## src/rtl/mimo_chk_pkg.sv

```systemverilog
// Shared types and width helpers for the MIMO bit-error monitor.
// Widths are computed from the run parameters so that counters cannot overflow within a run.
package mimo_chk_pkg;
  typedef enum logic [1:0] {IDLE, RUN, DRAIN, DONE} mon_state_e;

  localparam int DEF_BITS_PER_SYM = 4;

  function automatic int aw_f(input int num_sym);
    return $clog2(num_sym);
  endfunction

  function automatic int cw_f(input int num_ch);
    return $clog2(num_ch);
  endfunction

  function automatic int pcw_f(input int w);
    return $clog2(w + 1);
  endfunction

  function automatic int ecw_f(input int bps, input int num_sym);
    return $clog2(bps * num_sym + 1);
  endfunction

  function automatic int etw_f(input int num_ch, input int bps, input int num_sym);
    return $clog2(num_ch * bps * num_sym + 1);
  endfunction
endpackage

```

## src/rtl/bit_err_popcount.sv

```systemverilog
// Registered XOR + popcount of two W-bit vectors.
module bit_err_popcount import mimo_chk_pkg::*; #(
  parameter  int W  = 4,
  localparam int PW = pcw_f(W)
) (
  input  logic          clk,
  input  logic          rst,
  input  logic [W-1:0]  a,
  input  logic [W-1:0]  b,
  output logic [PW-1:0] cnt
);
  logic [PW-1:0] cnt_d;

  always_comb begin
    cnt_d = '0;
    for (int k = 0; k < W; k++) cnt_d = cnt_d + PW'(a[k] ^ b[k]);
  end

  always_ff @(posedge clk) begin
    if (rst) cnt <= '0;
    else     cnt <= cnt_d;
  end
endmodule

```

## src/rtl/mimo_ber_monitor.sv

```systemverilog
// Per-channel bit-error monitor: compares the live receiver symbol stream against a
// preloaded reference and accumulates error counts over a run of NUM_SYM symbols.
module mimo_ber_monitor import mimo_chk_pkg::*; #(
  parameter  int NUM_CH       = 3,
  parameter  int BITS_PER_SYM = DEF_BITS_PER_SYM,
  parameter  int NUM_SYM      = 128,
  localparam int AW  = aw_f(NUM_SYM),
  localparam int CW  = cw_f(NUM_CH),
  localparam int ECW = ecw_f(BITS_PER_SYM, NUM_SYM),
  localparam int ETW = etw_f(NUM_CH, BITS_PER_SYM, NUM_SYM)
) (
  input  logic                           clk,
  input  logic                           rst,
  input  logic                           start,
  input  logic                           ref_valid,
  input  logic [CW-1:0]                  ref_ch,
  input  logic [AW-1:0]                  ref_addr,
  input  logic [BITS_PER_SYM-1:0]        ref_bits,
  input  logic                           output_valid,
  input  logic [NUM_CH*BITS_PER_SYM-1:0] output_num,
  output logic                           busy,
  output logic                           done,
  output logic [AW:0]                    sym_count,
  output logic [15:0]                    extra_count,
  output logic [NUM_CH*ECW-1:0]          err_count,
  output logic [ETW-1:0]                 err_total,
  output logic                           mismatch_valid,
  output logic [NUM_CH-1:0]              mismatch_mask
);
  localparam int          PW       = pcw_f(BITS_PER_SYM);
  localparam logic [AW:0] LAST_SYM = (AW+1)'(NUM_SYM - 1);

  mon_state_e state_q, state_d;

  logic [BITS_PER_SYM-1:0]                  mem [NUM_CH][NUM_SYM];
  logic [NUM_CH-1:0][BITS_PER_SYM-1:0]      exp_q, rcv_q;
  logic [NUM_CH-1:0][PW-1:0]                pc;
  logic [NUM_CH-1:0][ECW-1:0]               err_q;
  logic [NUM_CH-1:0]                        mask_d;
  logic [ETW-1:0]                           sum_d;
  // [0]: read stage, [1]: popcount stage, [2]: result presented
  logic [2:0]                               vld_pipe;
  logic                                     accept, wr_en, extra_inc;

  assign wr_en     = ref_valid && (state_q == IDLE || state_q == DONE);
  assign accept    = output_valid && !start && state_q == RUN && sym_count <= LAST_SYM;
  assign extra_inc = output_valid && !start && (state_q == DRAIN || state_q == DONE);

  assign busy           = (state_q == RUN) || (state_q == DRAIN);
  assign mismatch_valid = vld_pipe[2];
  assign err_count      = err_q;

  // Reference memory is deliberately left out of reset so a reload is not needed after rst.
  always_ff @(posedge clk) begin
    if (wr_en)
      for (int c = 0; c < NUM_CH; c++)
        if (ref_ch == CW'(c)) mem[c][ref_addr] <= ref_bits;
  end

  always_ff @(posedge clk) begin
    if (rst) begin
      exp_q <= '0;
      rcv_q <= '0;
    end else begin
      for (int c = 0; c < NUM_CH; c++) exp_q[c] <= mem[c][sym_count[AW-1:0]];
      rcv_q <= output_num;
    end
  end

  for (genvar c = 0; c < NUM_CH; c++) begin : g_ch
    bit_err_popcount #(.W(BITS_PER_SYM)) u_pc (
      .clk (clk),
      .rst (rst),
      .a   (exp_q[c]),
      .b   (rcv_q[c]),
      .cnt (pc[c])
    );
  end

  always_comb begin
    sum_d  = '0;
    mask_d = '0;
    for (int c = 0; c < NUM_CH; c++) begin
      sum_d     = sum_d + ETW'(pc[c]);
      mask_d[c] = |pc[c];
    end
  end

  always_comb begin
    state_d = state_q;
    case (state_q)
      IDLE:    if (start) state_d = RUN;
      RUN:     if (start) state_d = RUN;
               else if (accept && sym_count == LAST_SYM) state_d = DRAIN;
      // Last result is in the popcount stage and nothing follows it.
      DRAIN:   if (start) state_d = RUN;
               else if (vld_pipe[1] && !vld_pipe[0]) state_d = DONE;
      DONE:    if (start) state_d = RUN;
      default: state_d = IDLE;
    endcase
  end

  always_ff @(posedge clk) begin
    if (rst) begin
      state_q       <= IDLE;
      done          <= 1'b0;
      sym_count     <= '0;
      extra_count   <= '0;
      err_q         <= '0;
      err_total     <= '0;
      vld_pipe      <= '0;
      mismatch_mask <= '0;
    end else begin
      state_q <= state_d;
      done    <= (state_q == DRAIN) && (state_d == DONE);
      if (start) begin
        sym_count     <= '0;
        extra_count   <= '0;
        err_q         <= '0;
        err_total     <= '0;
        vld_pipe      <= '0;
        mismatch_mask <= '0;
      end else begin
        vld_pipe      <= {vld_pipe[1:0], accept};
        mismatch_mask <= vld_pipe[1] ? mask_d : '0;
        if (accept) sym_count <= sym_count + 1'b1;
        if (extra_inc && extra_count != '1) extra_count <= extra_count + 1'b1;
        if (vld_pipe[1]) begin
          for (int c = 0; c < NUM_CH; c++) err_q[c] <= err_q[c] + ECW'(pc[c]);
          err_total <= err_total + sum_d;
        end
      end
    end
  end
endmodule
```

## config.mk

```make
export PLATFORM = sky130hd
export DESIGN_NAME = mimo_ber_monitor
export DESIGN_NICKNAME = d
export VERILOG_FILES = /design/src/rtl/mimo_chk_pkg.sv /design/src/rtl/bit_err_popcount.sv /design/src/rtl/mimo_ber_monitor.sv
export SDC_FILE = /design/constraint.sdc
export NUM_CORES = 2
export LEC_CHECK = 0
export ABC_AREA = 1
export CAP_MARGIN = 40
export CORE_MARGIN = 2
export CORE_UTILIZATION = 35
export DETAILED_ROUTE_END_ITERATION = 12
export GPL_ROUTABILITY_DRIVEN = 0
export PLACE_DENSITY_LB_ADDON = 0.3
export SLEW_MARGIN = 20
export SYNTH_ARGS = -nofsm -noshare
export SYNTH_HDL_FRONTEND = slang
export SYNTH_SLANG_ARGS = --single-unit
export TNS_END_PERCENT = 50
```

## constraint.sdc

```tcl
create_clock -name clk -period 3.49 [get_ports clk]
set_clock_uncertainty 0.2 [all_clocks]
set_input_delay 0.5235 -clock clk [delete_from_list [all_inputs] [get_ports clk]]
set_output_delay 0.5235 -clock clk [all_outputs]
set_load 0.01 [all_outputs]
```

### Word level (Yosys, flattened, before mapping)

Memory sizes are Yosys's and may differ from the RTL's.
Cells that the tools add are included.

* $add $sub $neg: 17
* order comparisons: 4
* eq/ne operators: 8
* multiplexer cells: 32
* bitwise logic cells: 15
* reduce and logical (&&, ||, !) cells: 25

Operators with widths (number)
* 512-bit two-way mux: 7
* 512-bit OR reduction: 2
* 4-bit binary-select mux with 7-bit select: 3
* 10-bit by 3-bit adder with 10-bit output: 3
* 4-bit demux with 7-bit select: 1
* 4-bit two-way mux: 7
* 3-bit adder: 9
* 16-bit by 1-bit adder with 16-bit output, second input constant: 1
* 8-bit greater-or-equal comparator, second input constant: 2
* 16-bit != test, second input constant: 1
* 7-bit inverter with 8-bit output: 2
* 2-bit two-way mux: 7
* 3-bit OR reduction: 4
* 1-bit bitwise XOR: 12
* 11-bit by 5-bit adder with 11-bit output: 1
* 1-bit logical AND: 10
* 8-bit by 1-bit adder with 8-bit output, second input constant: 1
* 2-bit == test, second input constant: 4
* 8-bit by 7-bit == test with 1-bit output, second input constant: 1
* 8-bit by 7-bit less-or-equal comparator with 1-bit output, second input constant: 1
* 8-bit by 1-bit less-than comparator with 1-bit output, second input constant: 1
* 1-bit two-way mux: 6
* 2-bit one-hot mux with 3 select lines: 1
* 4-bit by 3-bit adder with 5-bit output: 1
* other kinds (7): 13

* register bits after elaboration: 107
* memory bits (writable): 1536
* input bits: 30
* output and inout port bits: 71
* word-level logic and storage cells: 121
* memories kept: 1

Memory list
* mem: depth 3, width 512, read ports 3, clocked after memory_dff 0, wr ports 1, line mimo_ber_monitor.sv:35 `logic [BITS_PER_SYM-1:0] mem [NUM_CH][NUM_SYM];`

### Longest topological paths before layout

* word-level depth: 10
* gate-level depth with buffers: 15
* mapped depth without buffers: 14

### By module

From an unflattened synthesis, not the netlist that was laid out.

* cell total of the unflattened synthesis: 6779
* area, all modules: 70206.1 um^2

Modules (own cells, without submodules)
* mimo_ber_monitor: times used 1, cells each 6683, area an instance 69598.0 um^2, seq. area each 48086.1 um^2
* bit_err_popcount: times used 3, cells each 32, area an instance 202.7 um^2, seq. area each 60.1 um^2

### Least setup slack after synthesis

No wires, ideal clock.

* path type: register -> register
* start: register err_total[1]
* end: register err_total[9]
* library setup time: 0.132 ns
* arrival time: 2.852 ns
* data required time: 3.158 ns
* path slack: 0.307 ns
* stages on the path, launching flop included: 13
* path buffers: 0
* clock period less this slack: 3.183 ns
* path through: dfxtp_1 inv_1 fa_1 inv_1 fa_1 ha_1 inv_1 fa_1 o21ai_0 nand2_1 nor3_1 and3_1 nor3_1

* longest elaborated chain between the ends: 1

RTL lines
* from (decl): line mimo_ber_monitor.sv:26 `output logic [ETW-1:0] err_total,`
* from (signal assigned): line mimo_ber_monitor.sv:130 `err_total <= err_total + sum_d;`
* 11-bit by 5-bit adder with 11-bit output: line mimo_ber_monitor.sv:130

Every way passes these cells.
A chain may end at the register's enable or synchronous reset.

### Worst setup path after layout

* start: register sym_count[2]
* end: output sym_count[2]

RTL lines
* from (decl): line mimo_ber_monitor.sv:23 `output logic [AW:0] sym_count,`
* from (signal assigned): line mimo_ber_monitor.sv:126 `if (accept) sym_count <= sym_count + 1'b1;`

No word-level cell between the ends.

==> flow_summary.rst <==
.. list-table::
   :header-rows: 1

   * - Metric
     - Value
   * - Seq pwr share
     - 0.525
   * - Achievable frequency
     - 0.300 GHz
   * - Initial antenna violation count
     - 6
   * - Pwr/cell area
     - 524 nW/µm²
   * - Worst vdd ir
     - approximately 0.42 mV
   * - Switch share
     - 0.212
   * - Boundary pin count
     - 101
   * - Mean cell area of the mapped netlist
     - 11.0 µm²
   * - Nets
     - about 6,300
   * - Startpoint type of the worst setup path
     - flop
   * - Overflow left after global routing
     - 0
   * - Post-synthesis instance total
     - 6,261
   * - PortBufs
     - 100
   * - Clk root buf
     - sky130_fd_sc_hd__clkbuf_16
   * - Combinational Power Share
     - 0.032
   * - Library cell occupying the most area in the post-synthesis netlist
     - sky130_fd_sc_hd__edfxtp_1
   * - Net Sw Power
     - 8.72 mW
   * - Endpoint class of the critical path
     - output pin
   * - Final Critical Period
     - 3.33 ns
   * - Later-pin clock latency in the skew report
     - 0.82 ns
   * - Initial core utilization
     - 0.352
   * - Prevailing post-synth register cell
     - sky130_fd_sc_hd__edfxtp_1
   * - Register bit count reported by yosys
     - 1,643
   * - Instance area after placement
     - 72,700 µm²
   * - Routed wirelength normalized by instance count
     - 20.1 µm
   * - Post-synthesis instance area
     - a little under 70,000 µm²
   * - Detailed-route via count
     - 45,700
   * - Vias in the first global route
     - ~45,000
   * - Pre-antenna DRT Iters
     - 5
   * - Floorplan die area
     - ~200,000 µm²
   * - Via/cell ratio
     - 5.07
   * - Post-detailed-routing wire length
     - 181,000 µm
   * - Max Cap Violations
     - 0
   * - Class of the most critical hold timing path
     - input pin to flop
   * - Post-synth net total
     - 6,330
   * - Max-slew violation count
     - 0
   * - Clk pin slew, worst setup/hold paths
     - 0.06 ns
   * - Post-synthesis async set-or-reset flop share
     - 0
   * - Count of antenna-violating nets left after detailed routing
     - 0
   * - Count of synthesis-stage warnings from yosys
     - 0
   * - CTS Buffer Depth
     - 3
   * - Type of the worst setup path
     - flop to output pin
   * - Data arrival at the endpoint of the critical path
     - 2.61 ns
   * - Number of levels in the clock H-tree
     - 4
   * - Cell-internal power
     - 32.4 mW
   * - Finished layout cell area
     - around 78,000 µm²
   * - Share of Yosys cell area claimed by the top area cell type
     - 0.672
   * - Sequential-to-total area share from yosys stat
     - 0.703
   * - Most frequent cell after synthesis
     - sky130_fd_sc_hd__nand2_1
   * - Post-CTS Setup Inserts
     - 0
   * - Row cnt
     - about 160
   * - Static power due to leakage
     - roughly 27 nW
   * - Transition at the pin with the smallest max-transition slack
     - between 0.7 and 0.8 ns
   * - Overall Power
     - 41.1 mW
   * - Commonest cells post-synth
     - sky130_fd_sc_hd__nand2_1, sky130_fd_sc_hd__edfxtp_1, sky130_fd_sc_hd__nand3_1, sky130_fd_sc_hd__nor2_1, sky130_fd_sc_hd__buf_2
   * - Setup violators final
     - 0
   * - Relative max-transition margin
     - 0.473
   * - Number of endpoints with negative hold slack in the final report
     - 0
   * - Synthesis-to-finish area growth
     - 14.2%
   * - Clock Power Share
     - 0.443
   * - Fraction of final layout cells sized beyond drive strength 1
     - 0.0635
   * - Count of different cell masters after synthesis
     - 31
   * - Inserted Clock Buffers
     - 175
   * - Area of the core
     - about 190,000 µm²
   * - Outcome
     - complete, no violations
   * - Critical path fanouts, max
     - 62
   * - Hpwl dp
     - 110,000 µm
   * - TritonCTS clock tree
     - done
   * - Total routing usage reported by global routing
     - 0.180
   * - Worst setup timing slack at the placement stage
     - around 0.093 ns
   * - Slack of the critical path
     - 0.155 ns
   * - Number of synthesized flops with an enable pin
     - 1,536
   * - Largest net degree at the start of global routing
     - 133
   * - CTS sink cnt
     - 1,643
   * - Vertical die dimension
     - 447 µm
   * - Wire length of the first global-routing pass
     - roughly 270,000 µm
   * - Post-route DRC violation count
     - 0
   * - Final cycle utilization of the critical path
     - 0.956
   * - Largest cells by area after synthesis
     - sky130_fd_sc_hd__edfxtp_1, sky130_fd_sc_hd__nand2_1, sky130_fd_sc_hd__nand3_1
   * - Required time worst endpoint
     - around 2.8 ns
   * - Iteration-0 DRC Markers
     - slightly above 4,000
   * - Die W
     - 447 µm
[metrics by stage]
stage          utilization  hold slack (ns)  TNS [ns]  cells
6_report             0.402           0.0635         0   9030
3_5_place_dp         0.373            0.231         0   8707
5_1_grt              0.402           0.0458   -0.0160   9030
3_3_place_gp         0.373            0.229         0   8707
2_1_floorplan            -            0.209         0   6261
4_1_cts              0.402          0.00787         0   9028
[power groups by stage]
stage,clock network [mW],logic [mW],registers (mW)
floorplan,0,0.539,22.0
global placement,0,1.31,22.0
detailed placement,0,1.32,22.0
CTS,18.5,1.33,21.6
global route,19.3,1.44,21.6
finish,18.2,1.31,21.6
[cell usage in the layout (no fill, tap or decap), types with 3 or more instances in the layout]
cell type                         count
sky130_fd_sc_hd__a21oi_1             50
sky130_fd_sc_hd__a31oi_1              5
sky130_fd_sc_hd__buf_12              56
sky130_fd_sc_hd__buf_4               70
sky130_fd_sc_hd__buf_8                4
sky130_fd_sc_hd__bufinv_16           14
sky130_fd_sc_hd__clkbuf_1            35
sky130_fd_sc_hd__clkbuf_16          178
sky130_fd_sc_hd__clkbuf_8             3
sky130_fd_sc_hd__clkdlybuf4s50_1     96
sky130_fd_sc_hd__clkinv_1            31
sky130_fd_sc_hd__clkinv_16            4
sky130_fd_sc_hd__clkinv_2            37
sky130_fd_sc_hd__clkinv_8             4
sky130_fd_sc_hd__clkinvlp_4           4
sky130_fd_sc_hd__dfxtp_1            102
sky130_fd_sc_hd__dfxtp_4              4
sky130_fd_sc_hd__dlygate4sd3_1        5
sky130_fd_sc_hd__edfxtp_1          1536
sky130_fd_sc_hd__fa_1                12
sky130_fd_sc_hd__ha_1                27
sky130_fd_sc_hd__inv_1              115
sky130_fd_sc_hd__inv_16               3
sky130_fd_sc_hd__inv_2                3
sky130_fd_sc_hd__inv_6                4
sky130_fd_sc_hd__nand2_1           1962
sky130_fd_sc_hd__nand3_1           1429
sky130_fd_sc_hd__nand3_4              3
sky130_fd_sc_hd__nand4_1              6
sky130_fd_sc_hd__nor2_1             495
sky130_fd_sc_hd__nor3_1              18
sky130_fd_sc_hd__nor3_2               9
sky130_fd_sc_hd__nor3b_1              4
sky130_fd_sc_hd__o21ai_0             40
sky130_fd_sc_hd__xnor2_1              9
sky130_fd_sc_hd__xor2_1              13
[cell type report]
| class | count | area (µm²) |
|---|---|---|
| well taps | 2624 | 3280 |
| flip-flops and latches | 1643 | 48300 |
| clock inverters | 100 | 1010 |
| clock buffers | 216 | 4630 |
| repair buffers | 231 | 2720 |
| fillers | 18600 | 117000 |
| inverters | 122 | 489 |
| multi-input cells | 4093 | 18000 |
| diodes | 1 | 2.50 |
[sequential cells by signal, summed over array words and instances, names as in the netlist, 8 cells and up]
register / cells
err_count: 30
err_total: 11
exp_q: 12
extra_count: 16
g_ch.u_pc.cnt: 9
mem: 1536
rcv_q: 12
sym_count: 8
[final timing paths]
path / start / endpoint / cells after the start / slack (ns)
min: output_num[5] / rcv_q[5] / 3 / 0.06
max reg2reg: g_ch[0].u_pc.cnt[1] / err_total[9] / 12 / 0.18
max: sym_count[2] / sym_count[2] / 2 / 0.16
min reg2reg: vld_pipe[0] / vld_pipe[1] / 2 / 0.25
[critical path, stage by stage (launching register included)]
cell and delay, ns:
sky130_fd_sc_hd__dfxtp_4 0.39, sky130_fd_sc_hd__buf_4 0.63, sky130_fd_sc_hd__clkdlybuf4s50_1 0.75
[cells by family (layout without fill, tap and decap cells)]
| group | after synthesis | in the layout | synth area share |
|---|---|---|---|
| AND/OR/NAND/NOR | 3932 | 3932 | 0.242 |
| AO/OA/AOI/OAI | 100 | 100 | 0.00752 |
| XOR/XNOR | 22 | 22 | 0.00281 |
| flip-flops | 1643 | 1643 | 0.703 |
| other | 0 | 1 | 0 |
| adder cells (fa/ha/maj) | 39 | 39 | 0.00842 |
| buffers and inverters | 525 | 669 | 0.0363 |
[metal layers]
metal | track usage | vias up | wire (µm)
li1 | - | 21700 | -
met1 | 0.245 | 22300 | 78800
met2 | 0.294 | 1477 | 85200
met3 | 0.0310 | 270 | 12200
met4 | 0.0556 | 7 | 5090
met5 | 0 | - | 71
[timing repair]
action / CTS / global route
hold buffers: 5 / 0
gates resized for setup: 0 / 2
endpoints found under the hold margin: 145 / 0
endpoints found under the setup margin: 0 / 2
No activity file was read; power rests on OpenSTA's default activity.
